File: src/rtl/perceptron_trainer.sv
// Single-neuron perceptron trainer: streams labelled 2-input samples, updates
// saturating 4-bit weights/bias on each misclassification, stops on a clean epoch or the epoch limit.
module perceptron_trainer #(
    parameter int MAX_EPOCH = 15,
    parameter int STEP      = 1
) (
    input  logic              clk,
    input  logic              rst_n,
    input  logic              start,
    input  logic signed [3:0] init_wA,
    input  logic signed [3:0] init_wB,
    input  logic signed [3:0] init_b,
    input  logic              sample_valid,
    output logic              sample_ready,
    input  logic [1:0]        sample_x,
    input  logic              sample_t,
    input  logic              sample_last,
    output logic signed [3:0] wA,
    output logic signed [3:0] wB,
    output logic signed [3:0] b,
    output logic              busy,
    output logic              done,
    output logic              converged,
    output logic [3:0]        epoch,
    output logic [2:0]        err_cnt,
    output logic [2:0]        fsm_state
);

    typedef enum logic [2:0] {
        S_IDLE   = 3'd0,
        S_FETCH  = 3'd1,
        S_EVAL   = 3'd2,
        S_UPDATE = 3'd3,
        S_DONE   = 3'd4
    } state_t;

    localparam logic signed [4:0] STEP_D = 5'(STEP);

    state_t            state;
    state_t            state_n;
    logic [1:0]        x_q;
    logic              t_q;
    logic              last_q;
    logic              err_pos;
    logic              err_neg;
    logic signed [3:0] holder;
    logic              pred;
    logic signed [4:0] delta;
    logic              epoch_clean;
    logic              last_epoch;

    function automatic logic signed [3:0] sat_add(input logic signed [3:0] w,
                                                  input logic signed [4:0] d);
        logic signed [5:0] s;
        s = {{2{w[3]}}, w} + {d[4], d};
        if (s > 6'sd7)
            return 4'sd7;
        else if (s < -6'sd8)
            return -4'sd8;
        else
            return s[3:0];
    endfunction

    // Weighted sum in plain 4-bit arithmetic, so overflow wraps rather than saturates.
    always_comb begin
        holder = -b;
        if (x_q[0])
            holder = holder + wA;
        if (x_q[1])
            holder = holder + wB;
    end

    assign pred        = (holder > 4'sd0);
    assign delta       = err_pos ? STEP_D : -STEP_D;
    assign epoch_clean = (err_cnt == 3'd0) && !(err_pos || err_neg);
    assign last_epoch  = (epoch == 4'(MAX_EPOCH));

    always_ff @(posedge clk or negedge rst_n) begin
        if (!rst_n)
            state <= S_IDLE;
        else
            state <= state_n;
    end

    // A sample transfers on a cycle where sample_valid and sample_ready are both
    // high; ready is raised only in FETCH, and valid is ignored in every other state.
    always_comb begin
        state_n = state;
        unique case (state)
            S_IDLE, S_DONE: if (start) state_n = S_FETCH;
            S_FETCH:        if (sample_valid) state_n = S_EVAL;
            S_EVAL:         state_n = S_UPDATE;
            S_UPDATE:       state_n = (last_q && (epoch_clean || last_epoch)) ? S_DONE : S_FETCH;
            default:        state_n = S_IDLE;
        endcase
    end

    always_comb begin
        sample_ready = (state == S_FETCH);
        busy         = (state == S_FETCH) || (state == S_EVAL) || (state == S_UPDATE);
        fsm_state    = state;
    end

    always_ff @(posedge clk or negedge rst_n) begin
        if (!rst_n) begin
            wA        <= '0;
            wB        <= '0;
            b         <= '0;
            epoch     <= '0;
            err_cnt   <= '0;
            converged <= 1'b0;
            done      <= 1'b0;
            x_q       <= '0;
            t_q       <= 1'b0;
            last_q    <= 1'b0;
            err_pos   <= 1'b0;
            err_neg   <= 1'b0;
        end else begin
            done <= 1'b0;
            case (state)
                S_IDLE, S_DONE: begin
                    if (start) begin
                        wA        <= init_wA;
                        wB        <= init_wB;
                        b         <= init_b;
                        epoch     <= 4'd1;
                        err_cnt   <= '0;
                        converged <= 1'b0;
                    end
                end
                S_FETCH: begin
                    if (sample_valid) begin
                        x_q    <= sample_x;
                        t_q    <= sample_t;
                        last_q <= sample_last;
                    end
                end
                S_EVAL: begin
                    err_pos <= t_q & ~pred;
                    err_neg <= ~t_q & pred;
                end
                S_UPDATE: begin
                    if (err_pos || err_neg) begin
                        if (x_q[0])
                            wA <= sat_add(wA, delta);
                        if (x_q[1])
                            wB <= sat_add(wB, delta);
                        b <= sat_add(b, -delta);
                        if (err_cnt != 3'd7)
                            err_cnt <= err_cnt + 3'd1;
                    end
                    // End of epoch: a later err_cnt clear overrides the increment above.
                    if (last_q) begin
                        if (epoch_clean) begin
                            converged <= 1'b1;
                            done      <= 1'b1;
                        end else if (last_epoch) begin
                            converged <= 1'b0;
                            done      <= 1'b1;
                        end else begin
                            epoch   <= epoch + 4'd1;
                            err_cnt <= '0;
                        end
                    end
                end
                default: ;
            endcase
        end
    end

endmodule

File: config.mk
export PLATFORM = sky130hd
export DESIGN_NAME = perceptron_trainer
export DESIGN_NICKNAME = d
export VERILOG_FILES = /design/src/rtl/perceptron_trainer.sv
export SDC_FILE = /design/constraint.sdc
export NUM_CORES = 1
export LEC_CHECK = 0
export ABC_AREA = 1
export CORE_MARGIN = 4
export CORE_UTILIZATION = 50
export CTS_BUF_LIST = sky130_fd_sc_hd__clkbuf_4 sky130_fd_sc_hd__clkbuf_8 sky130_fd_sc_hd__clkbuf_16
export DETAILED_ROUTE_END_ITERATION = 10
export GPL_ROUTABILITY_DRIVEN = 0
export GPL_TIMING_DRIVEN = 0
export PLACE_DENSITY = 0.79
export SLEW_MARGIN = 20
export SYNTH_ARGS = -nofsm -noshare
export SYNTH_HDL_FRONTEND = slang
export SYNTH_SLANG_ARGS = --single-unit
File: constraint.sdc
create_clock -name clk -period 6.3 [get_ports clk]
set_input_delay 1.26 -clock clk [delete_from_list [all_inputs] [get_ports clk]]
set_output_delay 1.26 -clock clk [all_outputs]
set_load 0.05 [all_outputs]
# --- After elaboration in Yosys (flattened, before gate mapping) ---
# Index checks and enable logic that the tools add are counted.
op_classes:
  add_sub_neg: 9
  eq_ne: 15
  n_mul: 0
  n_div: 0
  muxes: 45
  n_bitwise: 4
  n_shift: 0
  order_cmp: 7
  reduce_logical: 19
ops:
  columns: ["operator", "n"]
  rows:
  - ["4-bit two-way mux", 20]
  - ["4-bit one-hot mux with 2 select lines", 4]
  - ["3-bit two-way mux", 9]
  - ["4-bit by 5-bit adder with 6-bit output", 3]
  - ["6-bit by 4-bit greater-than comparator with 1-bit output (second input constant)", 3]
  - ["6-bit by 4-bit less-than comparator with 1-bit output (second input constant)", 3]
  - ["2-bit inequality test (second input constant)", 7]
  - ["3-bit one-hot mux with 4 select lines", 1]
  - ["4-bit AND reduction", 3]
  - ["4-bit adder", 2]
  - ["1-bit two-way mux", 8]
  - ["3-bit by 2-bit == test with 1-bit output (second input constant)", 2]
  - ["3-bit logical NOT", 2]
  - ["3-bit inequality test (second input constant)", 2]
  - ["3-bit one-hot mux with 2 select lines", 1]
  - ["2-bit AND reduction", 3]
  - ["5-bit two-way mux", 1]
  - ["5-bit negator", 1]
  - ["5-bit AND reduction", 1]
  - ["4-bit by 1-bit adder with 4-bit output (second input constant)", 1]
  - ["4-bit == test (second input constant)", 1]
  - ["4-bit by 1-bit greater-than comparator with 1-bit output (second input constant)", 1]
  - ["1-bit logical OR", 4]
  - ["4-bit negator", 1]
  - ["other kinds (12)", 15]
totals:
  input_bits: 20
  word_cells: 112
  reg_bits: 30
  latch_bits: 0
  romBits: 0
  n_memories: 0
  out_inout_bits: 26
  mem_bits_rw: 0

# --- Depth between registers and ports, before layout ---
depth:
  word_depth: 8
  depth_mapped: 20
  mapped_depth_nobuf: 20

# --- Worst setup path before layout ---
# OpenSTA, ideal clock, no wires.
synth_timing:
  kind: "reg-to-output"
  startpoint: "register state[0] (netlist: fsm_state[0])"
  endpoint: "output port sample_ready"
  required_ns: 5.040
  stages_incl_launch_ff: 3
  path_slack_ns: 3.128
  path_buffers: 0
  arrival_time_ns: 1.912
  path_cell_list: "dfrtp_1 inv_1 nor3_1"
synth_between:
  elab_chain_len: 1
synth_lines:
  columns: ["item", "line_no", "rtl"]
  rows:
  - ["start, declared", "39", "state_t state;"]
  - ["start signal, assigned", "82", "state <= state_n;"]
  - ["3-bit by 1-bit == test with 1-bit output", "99", "sample_ready = (state == S_FETCH);"]
  - ["end, declared", "14", "output logic sample_ready,"]
# No other way between the ends.

# --- Worst setup path after layout ---
layout_timing:
  startpoint: "register state[1] (netlist: fsm_state[1])"
  endpoint: "output port sample_ready"
# Same word-level chain as after synthesis.

==> impl_metrics.py <==
metrics = {
    "run_status": {
        "status": "completed",
    },
    "timing": {
        "worstMarginPinSlew_ns": 0.687,
        "fmax_mhz": 316,
        "drv_slew": 0,
        "fin_setup_tns_ns": 0,
        "finalHoldViolCount": 0,
        "relSlewSlack_pct": 54.2,
        "setup_viol": 0,
        "layout_min_cycle_time_ns": 3.17,
        "finClkSkew_ns": 0.00873,
        "finalCritPeriodShare_pct": 50.3,
        "worst_slack_ns": 3.13,
        "rsz0062_at_grt": "no",
    },
    "final_layout": {
        "diodes": 0,
        "areaGrowthSynthToFinish_pct": 25.8,
        "drive_gt1_share_pct": 6.06,
        "nFillCells": 400,
        "layout.nets": 439,
        "final_cells": 450,
    },
    "floorplanning": {
        "die_area_sq_um": 6000,
        "die_y_um": 77.5,
        "core-area_sq_um": 4690,
        "die_x_um": 77.5,
        "rows": 25,
        "initial_core_util_pct": 51.4,
        "ios": 46,
    },
    "yosys": {
        "synth_top_family_by_area": "simple AND/OR/NAND/NOR gates",
        "yosysTopAreaCell": "dfrtp_1",
        "synth_edf_count": 0,
        "synthCells": 343,
        "synthAdderAreaFrac_pct": 14.0,
        "ys_ff_latch": 30,
        "avgSynthCellArea_sq_um": 7.03,
        "synth-compound-area-share_pct": 12.3,
        "synth_area_leaders": "dfrtp_1 31%, nand2_1 16%, ha_1 9.9%",
        "yosysMostFrequentCell": "nand2_1",
        "synth-simple-area-share_pct": 31.2,
        "synth_cell_type_count": 33,
        "yosys-top-cells-count": "102 x nand2_1, 47 x inv_1, 35 x nand3_1",
        "synthArstFlopShare_pct": 100,
        "synthFlopType": "dfrtp_1",
        "netlist.area_leader.share_pct": 31.1,
        "synth-xor-area-share_pct": 2.18,
        "yosysWarningCount": 0,
        "syn_area_sq_um": 2410,
        "yosysSeqAreaShare_pct": 31.1,
        "synth_fp_nets": 387,
        "muxShareOfSynthArea_pct": 0.467,
    },
    "clocking": {
        "postCtsSetupBuffers": 0,
        "cts_made_buffers": 5,
        "clk_pin_slew_ns": 0.07,
        "cts.sinks": 30,
        "clk_path_buf_depth": 2,
        "cts_htree_levels": 2,
        "root_buffer": "clkbuf_8",
        "post_cts_resized": 0,
        "clkLatencyLatePin_ns": 0.29,
        "cts_hold_buf": 0,
        "cts_tree": "built",
    },
    "worst_setup_path": {
        "start_kind": "flop",
        "path_max_fanout": 6,
        "critPathKind": "reg -> out",
        "cp.required_ns": 5.04,
        "cp-end-kind": "output pin",
        "cp.arrival_ns": 1.91,
    },
    "global_routing": {
        "overflow": 0,
        "antenna_found_initial": 0,
        "track_usage_pct": 19.9,
        "grt_pass1_vias": 2368,
        "grt_pass1_wl_um": 9770,
        "grt_max_degree": 31,
    },
    "drt": {
        "drt_iter0_markers": 71,
        "postRouteAntennaNets": 0,
        "via_per_inst": 5.24,
        "wl_per_cell_um": 12.7,
        "wl_um": 5730,
        "vias": 2356,
        "drc": 0,
        "drtPass1Iterations": 4,
    },
    "place": {
        "port_buffers": 45,
        "pre_cts_ws_ns": 3.32,
        "dp_hpwl_um": 4310,
        "post-place-cells": 442,
    },
    "hold_path": {
        "hp-class": "reg -> reg",
    },
    "run": {
        "cap_violations": 0,
    },
}
final timing paths:
kind / startpoint / end / slack [ns] / cells after the start
worst min register to register: converged$_DFFE_PN0P_ / converged$_DFFE_PN0P_ / 0.50 / 2
worst max register to register: b[0]$_DFFE_PN0P_ / err_pos$_DFFE_PN0P_ / 3.30 / 18
worst min-delay path: converged$_DFFE_PN0P_ / converged$_DFFE_PN0P_ / 0.50 / 2
max in group asynchronous: rst_n / b[3]$_DFFE_PN0P_ / 4.84 / 1
worst max-delay path: fsm_state[1]$_DFFE_PN0P_ / sample_ready / 3.13 / 2
min in group asynchronous: rst_n / fsm_state[2]$_DFFE_PN0P_ / 1.01 / 1
critical path, stage by stage, from the launching register on:
cell	delay, ns
dfrtp_1	0.46
nor3_1	0.30
clkdlybuf4s50_1	0.86
area by class of cell:
| class | count | area [sq um] | area share (%) |
|---|---|---|---|
| plain buffers | 3 | 18.8 | 0.619 |
| clock buffers | 5 | 68.8 | 2.27 |
| clock inverters | 3 | 40.0 | 1.32 |
| inverters | 51 | 191 | 6.31 |
| multi-input cells | 259 | 1450 | 47.8 |
| flip-flops and latches | 30 | 751 | 24.7 |
| well taps | 54 | 67.6 | 2.23 |
| repair buffers | 45 | 445 | 14.7 |
flip-flops by register name, summed over array words and instances (netlist names), 2 cells and up:
register and count:
b 4, epoch 4, wA 4, wB 4
err_cnt 3, fsm_state 3, x_q 2
stage by stage:
stage                     utilization, %  area, sq um  hold slack [ns]
after floorplan                        -         2410            0.493
after global routing                64.7         3030            0.553
final                               64.7         3030            0.504
after CTS                           64.7         3030            0.508
after detailed placement            62.3         2930            0.492
after global placement              62.5         2930            0.482
kinds of logic (layout without fill, tap and decap cells):
| family | after synthesis | after routing |
|---|---|---|
| mux | 1 | 1 |
| fa+ha+maj | 24 | 24 |
| flops | 30 | 30 |
| compound gates | 50 | 50 |
| simple gates | 178 | 178 |
| buf+inv | 54 | 107 |
| xor+xnor | 6 | 6 |
placed cells by master (no fill, tap or decap), types with 4 or more instances in the layout:
cell type        Yosys  layout
nor2_1              29      29
ha_1                19      19
a21oi_1             25      25
inv_2                4       4
clkdlybuf4s50_1      0      44
o21ai_0             10      10
nand2_1            102     102
fa_1                 5       5
nand3_1             35      35
xor2_1               5       5
clkbuf_8             0       5
inv_1               47      47
dfrtp_1             30      30
per-layer routing:
metal / track usage [%] / up-vias / share of wire, %
li1: - / 1216 / -
met1: 23.9 / 1073 / 46
met2: 35.7 / 56 / 49
met3: 3.83 / 11 / 3.7
met4: 6.41 / 0 / 1.2
met5: 0 / - / 0
Power is not shown: default switching activity piles up to over one toggle a cycle in this logic, so the estimate is an artifact.
